===== config.mk =====
export PLATFORM = sky130hd
export DESIGN_NAME = alu_exec_ctrl
export DESIGN_NICKNAME = d
export VERILOG_FILES = /design/src/rtl/alu_pkg.sv /design/src/rtl/mul16_iter.sv /design/src/rtl/alu_exec_ctrl.sv
export SDC_FILE = /design/constraint.sdc
export NUM_CORES = 1
export LEC_CHECK = 0
export ABC_AREA = 1
export CAP_MARGIN = 20
export CORE_MARGIN = 2
export CORE_UTILIZATION = 50
export DETAILED_ROUTE_END_ITERATION = 16
export PLACE_DENSITY = 0.72
export SYNTH_ARGS = -nofsm -noshare
export SYNTH_HDL_FRONTEND = slang
export SYNTH_SLANG_ARGS = --single-unit

===== constraint.sdc =====
create_clock -name clk -period 4.05 [get_ports clk]
set_input_delay 1.215 -clock clk [delete_from_list [all_inputs] [get_ports clk]]
set_output_delay 1.215 -clock clk [all_outputs]
set_load 0.01 [all_outputs]

===== src/rtl/alu_pkg.sv =====
// Shared opcode, state and width definitions for the execute-stage controller.
// Latency: n/a (declarations only).
// Backpressure: n/a.
package alu_pkg;

  localparam int WIDTH = 16;

  localparam logic [3:0] OP_ADD  = 4'd0;
  localparam logic [3:0] OP_SHL  = 4'd1;
  localparam logic [3:0] OP_SHR  = 4'd2;
  localparam logic [3:0] OP_OR   = 4'd3;
  localparam logic [3:0] OP_AND  = 4'd4;
  localparam logic [3:0] OP_BEQ  = 4'd10;
  localparam logic [3:0] OP_BNE  = 4'd11;
  localparam logic [3:0] OP_MFHI = 4'd12;
  localparam logic [3:0] OP_MUL  = 4'd13;
  localparam logic [3:0] OP_MFLO = 4'd14;
  localparam logic [3:0] OP_SUB  = 4'd15;

  typedef enum logic [1:0] {
    ST_IDLE = 2'd0,
    ST_EXEC = 2'd1,
    ST_MUL  = 2'd2
  } state_t;

  // Branches are evaluated as a subtract; the zero flag decides the outcome.
  function automatic logic [3:0] alu_map_op(input logic [3:0] op);
    return ((op == OP_BEQ) || (op == OP_BNE)) ? OP_SUB : op;
  endfunction

endpackage


===== src/rtl/mul16_iter.sv =====
// Iterative unsigned 16x16 shift-add multiplier with a 32-bit product.
// Latency: start at edge E0, done (with product valid combinationally) during the 16th busy cycle.
// Backpressure: none; start is only honoured while idle, product is valid only while done is high.
module mul16_iter
  import alu_pkg::*;
(
  input  logic               clk,
  input  logic               rst,
  input  logic               i_start,
  input  logic [WIDTH-1:0]   i_a,
  input  logic [WIDTH-1:0]   i_b,
  output logic               o_busy,
  output logic               o_done,
  output logic [2*WIDTH-1:0] o_product
);

  logic [2*WIDTH-1:0] r_acc;
  logic [2*WIDTH-1:0] r_mcand;
  logic [WIDTH-1:0]   r_mplier;
  logic [4:0]         r_cnt;
  logic               r_busy;
  logic [2*WIDTH-1:0] w_sum;

  // Partial sum for this iteration; on the last iteration it is the full product.
  assign w_sum     = r_acc + (r_mplier[0] ? r_mcand : '0);
  assign o_busy    = r_busy;
  assign o_done    = r_busy && (r_cnt == 5'd15);
  assign o_product = w_sum;

  // One shift-add step per cycle: multiplicand moves left, multiplier moves right.
  always_ff @(posedge clk) begin
    if (rst) begin
      r_acc    <= '0;
      r_mcand  <= '0;
      r_mplier <= '0;
      r_cnt    <= '0;
      r_busy   <= 1'b0;
    end else if (i_start && !r_busy) begin
      r_acc    <= '0;
      r_mcand  <= {{WIDTH{1'b0}}, i_a};
      r_mplier <= i_b;
      r_cnt    <= '0;
      r_busy   <= 1'b1;
    end else if (r_busy) begin
      r_acc    <= w_sum;
      r_mcand  <= r_mcand << 1;
      r_mplier <= r_mplier >> 1;
      r_cnt    <= r_cnt + 5'd1;
      if (r_cnt == 5'd15) r_busy <= 1'b0;
    end
  end

endmodule


===== src/rtl/alu_exec_ctrl.sv =====
// Execute-stage controller: sequences the ALU, owns HI/LO, runs iterative multiply.
// Latency: 1 cycle for ALU/branch/mfhi/mflo ops, 16 cycles for multiply.
// Backpressure: in_ready low while busy or while an unconsumed result is held; outputs hold until out_ready.
module alu_exec_ctrl
  import alu_pkg::*;
(
  input  logic             clk,
  input  logic             rst,
  input  logic             in_valid,
  output logic             in_ready,
  input  logic [3:0]       in_opcode,
  input  logic [WIDTH-1:0] in_a,
  input  logic [WIDTH-1:0] in_b,
  output logic [3:0]       alu_opcode,
  output logic [WIDTH-1:0] alu_a,
  output logic [WIDTH-1:0] alu_b,
  input  logic [WIDTH-1:0] alu_out,
  input  logic             alu_zero,
  input  logic             alu_ovf,
  output logic             out_valid,
  input  logic             out_ready,
  output logic [WIDTH-1:0] out_result,
  output logic             out_zero,
  output logic             out_neg,
  output logic             out_ovf,
  output logic             out_taken
);

  state_t             r_state;
  state_t             w_state_nxt;
  logic [3:0]         r_op;
  logic [WIDTH-1:0]   r_a;
  logic [WIDTH-1:0]   r_b;
  logic [WIDTH-1:0]   r_hi;
  logic [WIDTH-1:0]   r_lo;
  logic               w_accept;
  logic               w_mul_start;
  logic               w_mul_busy;
  logic               w_mul_done;
  logic [2*WIDTH-1:0] w_mul_product;
  logic [WIDTH-1:0]   w_hilo;

  assign w_accept    = in_valid && in_ready;
  assign w_mul_start = w_accept && (in_opcode == OP_MUL);
  assign w_hilo      = (r_op == OP_MFHI) ? r_hi : r_lo;

  // The ALU sees the operand registers, which only change when a non-multiply op is accepted.
  assign alu_opcode = alu_map_op(r_op);
  assign alu_a      = r_a;
  assign alu_b      = r_b;

  mul16_iter u_mul (
    .clk       (clk),
    .rst       (rst),
    .i_start   (w_mul_start),
    .i_a       (in_a),
    .i_b       (in_b),
    .o_busy    (w_mul_busy),
    .o_done    (w_mul_done),
    .o_product (w_mul_product)
  );

  // State register.
  always_ff @(posedge clk) begin
    if (rst) r_state <= ST_IDLE;
    else     r_state <= w_state_nxt;
  end

  // Next-state and accept logic; a held result blocks new work unless it is being consumed now.
  always_comb begin
    w_state_nxt = r_state;
    in_ready    = 1'b0;
    unique case (r_state)
      ST_IDLE: begin
        in_ready = (!out_valid || out_ready) && !w_mul_busy;
        if (in_valid && in_ready)
          w_state_nxt = (in_opcode == OP_MUL) ? ST_MUL : ST_EXEC;
      end
      ST_EXEC: w_state_nxt = ST_IDLE;
      ST_MUL:  if (w_mul_done) w_state_nxt = ST_IDLE;
      default: w_state_nxt = ST_IDLE;
    endcase
  end

  // Operand capture for the single-cycle ALU ops.
  always_ff @(posedge clk) begin
    if (rst) begin
      r_op <= '0;
      r_a  <= '0;
      r_b  <= '0;
    end else if (w_accept && (in_opcode != OP_MUL)) begin
      r_op <= in_opcode;
      r_a  <= in_a;
      r_b  <= in_b;
    end
  end

  // Result/flag capture, HI/LO update, and out_valid handshake.
  always_ff @(posedge clk) begin
    if (rst) begin
      out_valid  <= 1'b0;
      out_result <= '0;
      out_zero   <= 1'b0;
      out_neg    <= 1'b0;
      out_ovf    <= 1'b0;
      out_taken  <= 1'b0;
      r_hi       <= '0;
      r_lo       <= '0;
    end else if (r_state == ST_EXEC) begin
      out_valid <= 1'b1;
      out_taken <= 1'b0;
      if ((r_op == OP_BEQ) || (r_op == OP_BNE)) begin
        out_result <= '0;
        out_zero   <= alu_zero;
        out_neg    <= 1'b0;
        out_ovf    <= 1'b0;
        out_taken  <= (r_op == OP_BEQ) ? alu_zero : !alu_zero;
      end else if ((r_op == OP_MFHI) || (r_op == OP_MFLO)) begin
        out_result <= w_hilo;
        out_zero   <= (w_hilo == '0);
        out_neg    <= w_hilo[WIDTH-1];
        out_ovf    <= 1'b0;
      end else begin
        out_result <= alu_out;
        out_zero   <= alu_zero;
        out_neg    <= alu_out[WIDTH-1];
        out_ovf    <= alu_ovf;
      end
    end else if ((r_state == ST_MUL) && w_mul_done) begin
      out_valid  <= 1'b1;
      r_hi       <= w_mul_product[2*WIDTH-1:WIDTH];
      r_lo       <= w_mul_product[WIDTH-1:0];
      out_result <= w_mul_product[WIDTH-1:0];
      out_zero   <= (w_mul_product == '0);
      out_neg    <= w_mul_product[WIDTH-1];
      out_ovf    <= (w_mul_product[2*WIDTH-1:WIDTH] != '0);
      out_taken  <= 1'b0;
    end else if (out_valid && out_ready) begin
      out_valid <= 1'b0;
    end
  end

endmodule


# Word-level counts from Yosys, hierarchy flattened
# Cells that the tools add are included.
totals:
  out_inout_bits: 58
  wordCells: 95
  in_bits: 58
  register_bits: 177
classes:
  muxes: 38
  addsub: 2
  eq_ne: 11
  n_reduce_logical: 25
  bitwise: 1
op_table:
  columns: ["operator", "count"]
  rows:
  - ["$mux 16", 9]
  - ["$add 32x32->32", 1]
  - ["$logic_not 32->1", 1]
  - ["$mux 32", 1]
  - ["$mux 1", 23]
  - ["$eq 4x4->1 const B", 5]
  - ["$logic_not 16->1", 1]
  - ["$reduce_bool 16->1", 1]
  - ["$logic_and 1x1->1", 9]
  - ["$mux 2", 3]
  - ["$add 5x1->5 const B", 1]
  - ["$eq 5x4->1 const B", 1]
  - ["$mux 4", 1]
  - ["$ne 2x2->1 const B", 2]
  - ["$ne 4x4->1 const B", 1]
  - ["$pmux 2 s2", 1]
  - ["$reduce_and 2->1", 2]
  - ["$reduce_bool 2->1", 2]
  - ["$logic_not 1->1", 3]
  - ["$logic_or 1x1->1", 3]
  - ["$reduce_bool 3->1", 1]
  - ["$eq 2x1->1 const B", 1]
  - ["$eq 2x2->1 const B", 1]
  - ["$logic_not 2->1", 1]
  - ["2 further kinds", 2]

# Logic depth before layout (Yosys ltp)
# Gate-level depths: netlist of the first run.
depth:
  word_depth: 8
  depth_mapped: 22
  depth_no_buf: 20

# Cells and area by module
# From an unflattened synthesis of the first run, not the netlist that was laid out.
unflattened:
  cells_unflattened: 1606
  area_unflattened_um2: 10002.1
by_module_without_submodules:
  columns: ["module", "cells_each", "instances", "area_per_inst_um2", "seq_area_each_um2"]
  rows:
  - ["mul16_iter", 1082, 1, 6231.0, 1721.7]
  - ["alu_exec_ctrl", 524, 1, 3771.1, 1801.7]

# Worst setup path before layout of the first run
# No wires, ideal clock.
synth_path:
  kind: "input port to output port"
  start: "input out_ready"
  end: "output in_ready"
  arrival_ns: 1.553
  path_buffers: 0
  path_stages: 2
  setup_slack_ns: 1.282
  required_ns: 2.835
  path_cell_list: "nor2_1 > nor3_1"
synth_between:
  elab_chain_len: 3
synth_lines:
  columns: ["element", "line", "source"]
  rows:
  - ["start: declaration", "alu_exec_ctrl.sv:21", "input logic out_ready,"]
  - ["$logic_or 1x1->1", "alu_exec_ctrl.sv:75", "in_ready = (!out_valid || out_ready) && !w_mul_busy;"]
  - ["$logic_and 1x1->1", "alu_exec_ctrl.sv:75", null]
  - ["$mux 1", "alu_exec_ctrl.sv:73", "unique case (r_state)"]
  - ["end: declaration", "alu_exec_ctrl.sv:10", "output logic in_ready,"]
# Every way passes these cells.

# Worst setup path in the final report of the first run
# Ends and elaborated chain as after synthesis.

==> key figures, run 1 <==
Outcome
  • Result of the run: complete, no violations

Synthesis
  • Count of state elements after synthesis: 176
  • Mapped Cells: 1591
  • Synth Area per Inst: 6.29 µm²
  • Post-synth cell types: 38
  • Cell area after synthesis: 0.0100 mm²
  • Adder-Cell Fraction of Synth Area: 4.32%
  • Largest family of logic cells by synthesized area: simple AND/OR/NAND/NOR gates
  • Sequential fraction of the synthesis area: 35.2%
  • Synth Area in Compound Gates: 13.3%
  • XOR/XNOR Fraction of Synth Area: 1.49%
  • Multiplexer share of the synthesized area: 0%
  • Post-Synth Simple-Gate Area: 33.3%
  • Post-synth net total: 1683
  • YS warnings: 0

Worst setup path
  • Crit path largest cell delay: 0.57 ns
  • WS Path Type: input pin to primary output
  • Crit path arrival time: 2.48 ns
  • Top delay family on crit path: buffers and inverters
  • Cell repeated most along the worst path: clkdlybuf4s50_1
  • CP max stage cell: clkdlybuf4s50_1
  • CP required: 2.83 ns
  • Crit-path max FO: 3
  • WP buf/inv: 2
  • Worst Setup End Kind: primary output
  • Worst-path cell chain: clkdlybuf4s50_1 > nor2_1 > nor3_1 > clkdlybuf4s50_1
  • CP Launch Type: input pin

Power and ir drop
  • Power per cell area: 332 mW/mm²
  • Leak: 5.80 nW
  • Comb pwr share: 10.5%
  • Net Sw Frac: 27.1%
  • Worst vdd ir: 0.285 mV
  • Int Pwr: 2.89 mW
  • Final Power: 3.96 mW
  • Clock network fraction of design power: 43.5%
  • Flop pwr share: 45.9%
  • Sw Pwr: 1.07 mW

Global route
  • First-pass GRT wire length: 46600 µm
  • Vias in the first global route: 9107
  • Largest net degree at the start of global routing: 77
  • All-Layer GR Usage: 26.8%
  • GRT overflow: 0
  • Initial antenna violation count: 0

Timing
  • Period Utilization, post-route: 91.1%
  • Slew Limit Fails: 0
  • # setup viols final: 0
  • Fmax: 271 MHz
  • Post-route minimum period: 3.69 ns
  • Clk_skew: 0.0192 ns
  • Setup_tns: 0 ns
  • Slew margin rel.: 39.8%
  • RSZ-0062 raised after global routing: no
  • Worst-Margin Slew: 0.903 ns
  • Count of final hold-check violations: 0

CTS
  • Clk pin slew, worst setup/hold paths: 0.06 ns
  • Post-CTS setup buffers: 0
  • Root buf cell: clkbuf_16
  • H-tree depth: 4
  • CTS Buffer Depth: 2
  • CTS tree: yes
  • Post-CTS Hold Buffers: 0
  • Clock Sinks: 176
  • CTS buffer count: 17
  • Clock latency at the later pin of the worst-skew pair: 0.44 ns
  • CTS resizes: 0

Placed design
  • Dpl hpwl: 21200 µm
  • Port bufs: 115
  • Gpl congestion: 0.914

Routing
  • DR pass1 iterations: 5
  • DRT antenna net count: 0
  • Drt drc: 0
  • Via density: 5.05
  • Drt first-iter violations: 760
  • Average routed wire per standard cell: 14.2 µm
  • DR vias: 9873
  • Post-Route WL: 27800 µm

Floorplanning
  • Core area: 0.0195 mm²
  • Die width: 146 µm
  • Row count: 51
  • Initial Utilization: 51.3%
  • Ports: 116
  • DIE HEIGHT: 146 µm
  • Die Area: 0.0212 mm²

Cells and area
  • Sequential cell area: 0.00353 mm²
  • Share of cells above drive strength 1: 6.21%
  • Antenna cells: 0
  • Post-layout nets: 1770
  • Syn-to-layout area delta: 19.4%
  • Multi-input gate area: 0.00526 mm²
  • Fillers: 1947

Hold path
  • Hold Path Class: flop to flop

Flow run
  • Max-Cap Viols: 0
-- sequential cells by signal, indices dropped and copies added (netlist names) --
| register | count |
|---|---|
| u_mul.r_mcand | 32 |
| out_ovf | 1 |
| r_state | 2 |
| alu_b | 16 |
| u_mul.r_cnt | 5 |
| out_zero | 1 |
| out_taken | 1 |
| out_result | 16 |
| u_mul.r_acc | 32 |
| r_op | 4 |
| r_lo | 16 |
| r_hi | 16 |
| alu_a | 16 |
| out_valid | 1 |
| u_mul.r_mplier | 16 |
| u_mul.o_busy | 1 |
-- power by group through the flow --
| stage | registers, mW | logic (mW) | clock network, mW |
|---|---|---|---|
| floorplan | 1.87 | 0.186 | 0 |
| finish | 1.82 | 0.418 | 1.72 |
| detailed placement | 1.86 | 0.417 | 0 |
| CTS | 1.82 | 0.419 | 1.74 |
| global placement | 1.86 | 0.412 | 0 |
| global route | 1.83 | 0.458 | 1.82 |
-- worst reg2reg max path, stage by stage (launching register included) --
cell	delay (ns)
dfxtp_1	0.55
buf_4	0.36
nand2_1	0.11
inv_1	0.07
ha_1	0.30
nand2_1	0.12
inv_1	0.06
nand2_1	0.15
inv_1	0.06
nand2_1	0.07
nand2_1	0.08
a21oi_1	0.28
nand2_1	0.12
nand2_1	0.07
nand2_1	0.10
nor2_1	0.11
nand2_1	0.07
nor2_1	0.17
nand3_1	0.18
a21oi_2	0.15
-- through the flow --
step / cell area, µm² / util, % / hold slack (ns) / cells / setup slack, ns
floorplan: 10000 / - / 0.439 / 1591 / 1.28
global placement: 11300 / 58.0 / 0.450 / 1923 / 0.385
detailed placement: 11300 / 58.0 / 0.452 / 1924 / 0.351
CTS: 12000 / 61.2 / 0.462 / 1956 / 0.337
global route: 12000 / 61.2 / 0.482 / 1956 / 0.283
finish: 12000 / 61.2 / 0.463 / 1956 / 0.359
-- cells by family after synthesis --
logic type,Yosys count
and+or+nand+nor,817
adders and majority gates,34
DFF,176
xor gates and xnor gates,17
AOI/OAI and AO/OA,233
buffers and inverters,314
-- layout make-up --
| type | count | share of cell area [%] |
|---|---|---|
| Clock buffer | 18 | 3.67 |
| Multi-Input combinational cell | 1101 | 44.0 |
| Timing Repair Buffer | 131 | 10.7 |
| Sequential cell | 176 | 29.5 |
| Inverter | 251 | 7.88 |
| Clock inverter | 14 | 1.56 |
| Tap cell | 265 | 2.77 |
-- path summary, 6_finish.rpt --
check | start | to | slack (ns) | cells after the start
setup reg to reg | u_mul.r_mplier[0] | out_zero | 0.81 | 19
hold reg to reg | r_lo[2] | r_lo[2] | 0.46 | 2
setup / recovery | out_ready | in_ready | 0.36 | 4
hold / removal | r_lo[2] | r_lo[2] | 0.46 | 2
-- layout by cell type (no fill, tap or decap), types with 8 or more instances in the layout --
cell type | Yosys | layout
xor2_1 | 9 | 9
clkbuf_16 | 0 | 17
buf_4 | 1 | 15
a31oi_1 | 45 | 45
xnor2_1 | 8 | 8
nand3_1 | 47 | 47
nor2_1 | 167 | 165
o211ai_1 | 38 | 38
nand2_1 | 542 | 542
nand3_2 | 9 | 9
inv_1 | 243 | 243
dfxtp_1 | 176 | 175
a21oi_1 | 74 | 74
nor2_2 | 10 | 12
clkdlybuf4s50_1 | 0 | 114
ha_1 | 33 | 33
o21ai_0 | 71 | 71
nand2_2 | 11 | 11
-- per-layer routing --
metal  GRT usage, %  share of wire, %  vias up
li1               -                 -     5120
met1           38.6                49     4493
met2           42.3                44      235
met3           3.95               4.8       25
met4           6.81               1.4        0
met5              0                 0        -
-- cells in the mapped netlist --
cell / number / area [µm²]
and2_4: 1 / 8.76
a21oi_1: 74 / 370
nand3b_1: 1 / 7.51
fa_1: 1 / 20.0
buf_4: 1 / 7.51
dfxtp_1: 176 / 3520
clkinv_1: 2 / 7.51
xor2_1: 9 / 78.8
nor3_2: 2 / 20.0
nor3_1: 5 / 25.0
nand2_2: 11 / 68.8
and3_1: 2 / 12.5
nand2_1: 542 / 2030
ha_1: 33 / 413
xnor2_1: 8 / 70.1
clkbuf_8: 3 / 41.3
inv_2: 6 / 22.5
buf_1: 3 / 11.3
clkbuf_1: 48 / 180
o21a_1: 1 / 7.51
nand3_2: 9 / 90.1
buf_2: 6 / 30.0
and2_1: 1 / 6.26
or2_2: 7 / 43.8
nor2_1: 167 / 627
a21oi_2: 3 / 26.3
buf_6: 2 / 22.5
nand2_4: 1 / 11.3
nor2_4: 3 / 33.8
o21ai_0: 71 / 355
o211ai_1: 38 / 285
o21bai_1: 1 / 7.51
inv_1: 243 / 912
nor2_2: 10 / 62.6
a31oi_1: 45 / 282
nand3_1: 47 / 235
nand4_1: 7 / 43.8
nor3b_1: 1 / 7.51
Note: power is estimated with default switching activity, not from simulation.
==> run 2, diff against run 1 <==
- REMOVE_ABC_BUFFERS: default -> 1
- TNS_END_PERCENT: default -> 5
==> run 2 against run 1 <==
  * Count of clock-buffer cells in the layout is 1 lower
  * Clock power is essentially flat
  * Non-clock buffer count down 1
  * Wire length fell by 3.6%
  * Sequential cell count stayed put
  * Die area unchanged
  * Sequential share of layout area is essentially flat
  * Combinational power decreased by 1%
  * Largest power group unchanged
  * Sequential power barely moved
  * Worst hold slack better by 0.00051 ns
  * Total power barely moved
  * Setup slack better by 0.022 ns
==> key figures, run 2 (same netlist as run 1, synthesis figures left out) <==
Outcome
  • Result of the run: complete, no violations

Cells and area
  • Biggest registers after layout: u_mul.r_acc (32), u_mul.r_mcand (32)
  • Share of cells above drive strength 1: 6.15%
  • Most frequent cells in the layout: nand2_1, inv_1, dfxtp_1
  • Fillers: 1939
  • Post-layout util: 61.2%
  • Multi-input gate area: 0.00526 mm²
  • Design area: 0.0120 mm²
  • Post-layout nets: 1769
  • Syn-to-layout area delta: 19.4%
  • Sequential cell area: 0.00353 mm²
  • Most common cell after layout, fill and taps aside: nand2_1
  • Antenna cells: 0
  • Non-Filler Instances: 1955

Worst setup path
  • WS Path Type: input pin to primary output
  • Crit path largest cell delay: 0.56 ns
  • Crit path arrival time: 2.45 ns
  • CP required: 2.83 ns
  • CP max stage cell: clkdlybuf4s50_1
  • CP Launch Type: input pin
  • Top delay family on crit path: buffers and inverters
  • Worst-path cell chain: clkdlybuf4s50_1 > nor2_1 > nor3_1 > clkdlybuf4s50_1
  • Cell repeated most along the worst path: clkdlybuf4s50_1
  • WP buf/inv: 2
  • Crit-path max FO: 3
  • Worst Setup End Kind: primary output

Floorplanning
  • Core area: 0.0195 mm²
  • Row count: 51
  • Initial Utilization: 51.3%
  • Die width: 146 µm
  • DIE HEIGHT: 146 µm
  • Ports: 116
  • Die Area: 0.0212 mm²

Placed design
  • Placed Cells: 1922
  • DP Worst Slack: 0.378 ns
  • Port bufs: 115
  • Dpl hpwl: 20300 µm
  • Area after DPL: 0.0113 mm²
  • Gpl congestion: 0.914

Power and ir drop
  • Worst vdd ir: 0.284 mV
  • Leak: 5.79 nW
  • Power per cell area: 332 mW/mm²
  • Final Power: 3.97 mW

Global route
  • Initial antenna violation count: 0
  • All-Layer GR Usage: 25.4%
  • GRT overflow: 0
  • Largest net degree at the start of global routing: 78
  • First-pass GRT wire length: 44400 µm
  • Vias in the first global route: 9100

Timing
  • Worst-Margin Slew: 0.886 ns
  • Period Utilization, post-route: 90.6%
  • Slew Limit Fails: 0
  • RSZ-0062 raised after global routing: no
  • Clk_skew: 0.0182 ns
  • Fmax: 273 MHz
  • # setup viols final: 0
  • Count of final hold-check violations: 0
  • Post-route minimum period: 3.67 ns
  • Slack of the critical path: 0.381 ns
  • Slew margin rel.: 40.9%

Routing
  • Met2 wire length: 12500 µm
  • Drt first-iter violations: 650
  • Average routed wire per standard cell: 13.7 µm
  • DRT antenna net count: 0
  • Met1 wire length: 12500 µm
  • Highest routed layer: met4
  • Drt drc: 0
  • Via density: 5.04
  • Post-Route WL: 26800 µm
  • DR pass1 iterations: 6
  • DR vias: 9846
  • Met3 routed WL: 1450 µm

CTS
  • H-tree depth: 4
  • Post-CTS Hold Buffers: 0
  • Post-CTS setup buffers: 0
  • Root buf cell: clkbuf_16
  • Clock latency at the later pin of the worst-skew pair: 0.45 ns
  • CTS resizes: 0
  • Clk pin slew, worst setup/hold paths: 0.07 ns
  • Clock Sinks: 176
  • CTS Buffer Depth: 2
  • CTS tree: yes
  • CTS buffer count: 17

Flow run
  • Max-Cap Viols: 0

Hold path
  • Hold Path Class: flop to flop
run 2: cell types whose count changed in the layout (fill, tap and decap cells not counted), sizes merged:
cell | before | now
clkbuf | 18 | 17
buf | 17 | 16
inv | 256 | 257
run 2: cell type report:
class                      count  area share (%)
clock buffer                  17            3.56
clock inverter                15            1.62
inverter                     251            7.88
multi-input combinational   1101            44.0
sequential                   176            29.5
tap                          265            2.77
timing repair buffer         130            10.7
run 2: path summary, 6_finish.rpt:
path                                   startpoint  cells after the start  slack [ns]  endpoint
worst max register to register  u_mul.r_mplier[0]                     19        1.02   out_ovf
worst min-delay path                      r_lo[2]                      2        0.46   r_lo[2]
worst max-delay path                    out_ready                      4        0.38  in_ready
worst min register to register            r_lo[2]                      2        0.46   r_lo[2]
run 2: metal layers:
metal	up-vias	global-route usage (%)
li1	5128	-
met1	4439	34.4
met2	256	43.0
met3	23	3.26
met4	0	6.42
met5	-	0
run 2: tightest hold or removal path: cells and delay by family (launching register included):
kind	cells	cell delay [ns]
compound gates	1	0.05
simple gates	1	0.06
flops	1	0.31
run 2: where the power goes:
group	total, mW	internal, mW	switching, mW
Combinational	0.412	0.194	0.218
Clock	1.74	0.896	0.840
Sequential	1.82	1.79	0.0343
run 2: metrics by stage:
stage | TNS (ns) | hold WS [ns]
after CTS | 0 | 0.465
final | 0 | 0.463
after floorplan | -7.89 | 0.435
after detailed placement | 0 | 0.454
after global placement | 0 | 0.450
after global routing | 0 | 0.486
==> run 3, diff against run 2 <==
- CORE_ASPECT_RATIO: default -> 0.5
- HOLD_SLACK_MARGIN: default -> 0.03
==> run 3 against run 2 <==
  * Count of clock-buffer cells in the layout stayed put
  * Global-route usage is 1.4 points higher
  * Final area is 0.17% lower
  * Critical path depth stayed put
  * Non-clock buffer count is 1 lower
==> key figures, run 3 (same netlist as run 1, synthesis figures left out) <==
Worst setup path
  • WS Path Type: input pin to primary output
  • RR Endpoint: out_ovf
  • WP buf/inv: 2
  • FF-to-FF Start: u_mul.r_mplier[0]
  • Worst Setup End Kind: primary output
  • R2R depth: 17
  • Crit path largest cell delay: 0.57 ns
  • Top delay family on crit path: buffers and inverters
  • CP Launch Type: input pin
  • Reg2Reg Setup Slack: 0.73 ns
  • CP max stage cell: clkdlybuf4s50_1
  • Crit path arrival time: 2.47 ns
  • Crit-path max FO: 3
  • Worst-path cell chain: clkdlybuf4s50_1 > nor2_1 > nor3_1 > clkdlybuf4s50_1
  • Cell repeated most along the worst path: clkdlybuf4s50_1
  • CP required: 2.83 ns

CTS
  • H-tree depth: 4
  • Post-CTS setup buffers: 0
  • Clk pin slew, worst setup/hold paths: 0.07 ns
  • CTS tree: yes
  • CTS resizes: 0
  • Clock Sinks: 176
  • Post-CTS Hold Buffers: 0
  • Clock latency at the later pin of the worst-skew pair: 0.45 ns
  • CTS Buffer Depth: 2
  • Root buf cell: clkbuf_16
  • CTS buffer count: 17

Floorplanning
  • Die width: 204 µm
  • Initial Utilization: 51.2%
  • Row count: 36
  • Core area: 0.0195 mm²
  • Die Area: 0.0212 mm²
  • Ports: 116
  • DIE HEIGHT: 104 µm

Cells and area
  • Biggest registers after layout: u_mul.r_acc (32), u_mul.r_mcand (32)
  • Syn-to-layout area delta: 19.2%
  • Share of cells above drive strength 1: 6.10%
  • Most frequent cells in the layout: nand2_1, inv_1, dfxtp_1
  • Post-layout nets: 1768
  • Antenna cells: 0
  • Most common cell after layout, fill and taps aside: nand2_1
  • Fillers: 1887

Power and ir drop
  • Worst vdd ir: 0.266 mV
  • Power per cell area: 329 mW/mm²
  • Leak: 5.79 nW

Timing
  • Clk_skew: 0.0145 ns
  • Slew Limit Fails: 0
  • Slack of the critical path: 0.366 ns
  • Worst-Margin Slew: 0.921 ns
  • Count of final hold-check violations: 0
  • RSZ-0062 raised after global routing: no
  • WHS: 0.468 ns
  • Fmax: 271 MHz
  • Period Utilization, post-route: 91.0%
  • # setup viols final: 0
  • Post-route minimum period: 3.68 ns
  • Slew margin rel.: 38.5%

Global route
  • Vias in the first global route: 9043
  • First-pass GRT wire length: 45900 µm
  • Largest net degree at the start of global routing: 82
  • Initial antenna violation count: 1
  • All-Layer GR Usage: 26.7%
  • GRT overflow: 0

Outcome
  • Result of the run: complete, no violations

Routing
  • Average routed wire per standard cell: 14.3 µm
  • Via density: 5.09
  • Drt first-iter violations: 623
  • Post-Route WL: 28000 µm
  • DR vias: 9952
  • Drt drc: 0
  • DRT antenna net count: 0
  • DR pass1 iterations: 6

Flow run
  • Max-Cap Viols: 0

Hold path
  • Hold Path End: r_lo[14]
  • Startpoint of the worst hold path: r_lo[14]
  • Hold Path Depth: 2
  • Hold Path Class: flop to flop

Placed design
  • DP Worst Slack: 0.385 ns
  • Port bufs: 115
  • Dpl hpwl: 21400 µm
  • Gpl congestion: 0.912
-- run 3: cell types whose count changed in the layout (fill, tap and decap cells not counted), sizes merged --
cell	before	now
clkinv	7	9
buf	16	15
clkinvlp	1	0
inv	257	256
-- run 3: per-layer routing --
metal	track usage [%]	up-vias	wire length [µm]	share of wire (%)
li1	-	5123	-	-
met1	39.9	4550	14300	51
met2	39.1	261	11600	42
met3	6.55	18	1820	6.5
met4	4.50	0	218	0.78
met5	0	-	0	0
-- run 3: power by group --
group | internal [mW] | total, mW | switching [mW]
logic | 0.192 | 0.418 | 0.226
registers | 1.79 | 1.82 | 0.0345
clock network | 0.880 | 1.68 | 0.804
total | 2.86 | 3.92 | 1.06
-- run 3: final cells by class --
type	instances	area, µm²	area share, %
timing repair buffer	129	1280	10.7
sequential	176	3530	29.5
clock buffer	17	425	3.56
tap	266	333	2.79
inverter	251	942	7.89
clock inverter	15	173	1.45
multi-input combinational	1101	5260	44.1
-- run 3: worst register-to-register path, delay by kind of cell, from the launching register on --
kind	cells	cell delay, ns
AOI/OAI and AO/OA	1	0.07
adders and majority gates	1	0.23
and+or+nand+nor	12	1.78
buffers and inverters	3	0.53
DFF	1	0.60
-- run 3: through the flow --
step,TNS [ns],cell area [µm²],std cells,utilization (%),power (mW)
2_1_floorplan,-7.89,9720,1528,-,2.03
3_3_place_gp,0,11300,1921,57.8,2.27
3_5_place_dp,0,11300,1922,57.9,2.28
4_1_cts,0,11900,1954,60.9,3.95
5_1_grt,0,11900,1955,61.1,4.07
6_report,0,11900,1955,61.1,3.92
-- run 3: worst max path at each step --
| stage | start | end | slack, ns | cells past startpoint |
|---|---|---|---|---|
| 5_1_grt | out_ready | in_ready | 0.30 | 4 |
| 4_1_cts | out_ready | in_ready | 0.37 | 4 |
| 2_1_floorplan | u_mul.o_busy | out_result[15] | -0.37 | 5 |
| 3_3_place_gp | out_ready | in_ready | 0.38 | 4 |
| 6_report | out_ready | in_ready | 0.37 | 4 |
| 3_5_place_dp | out_ready | in_ready | 0.39 | 4 |
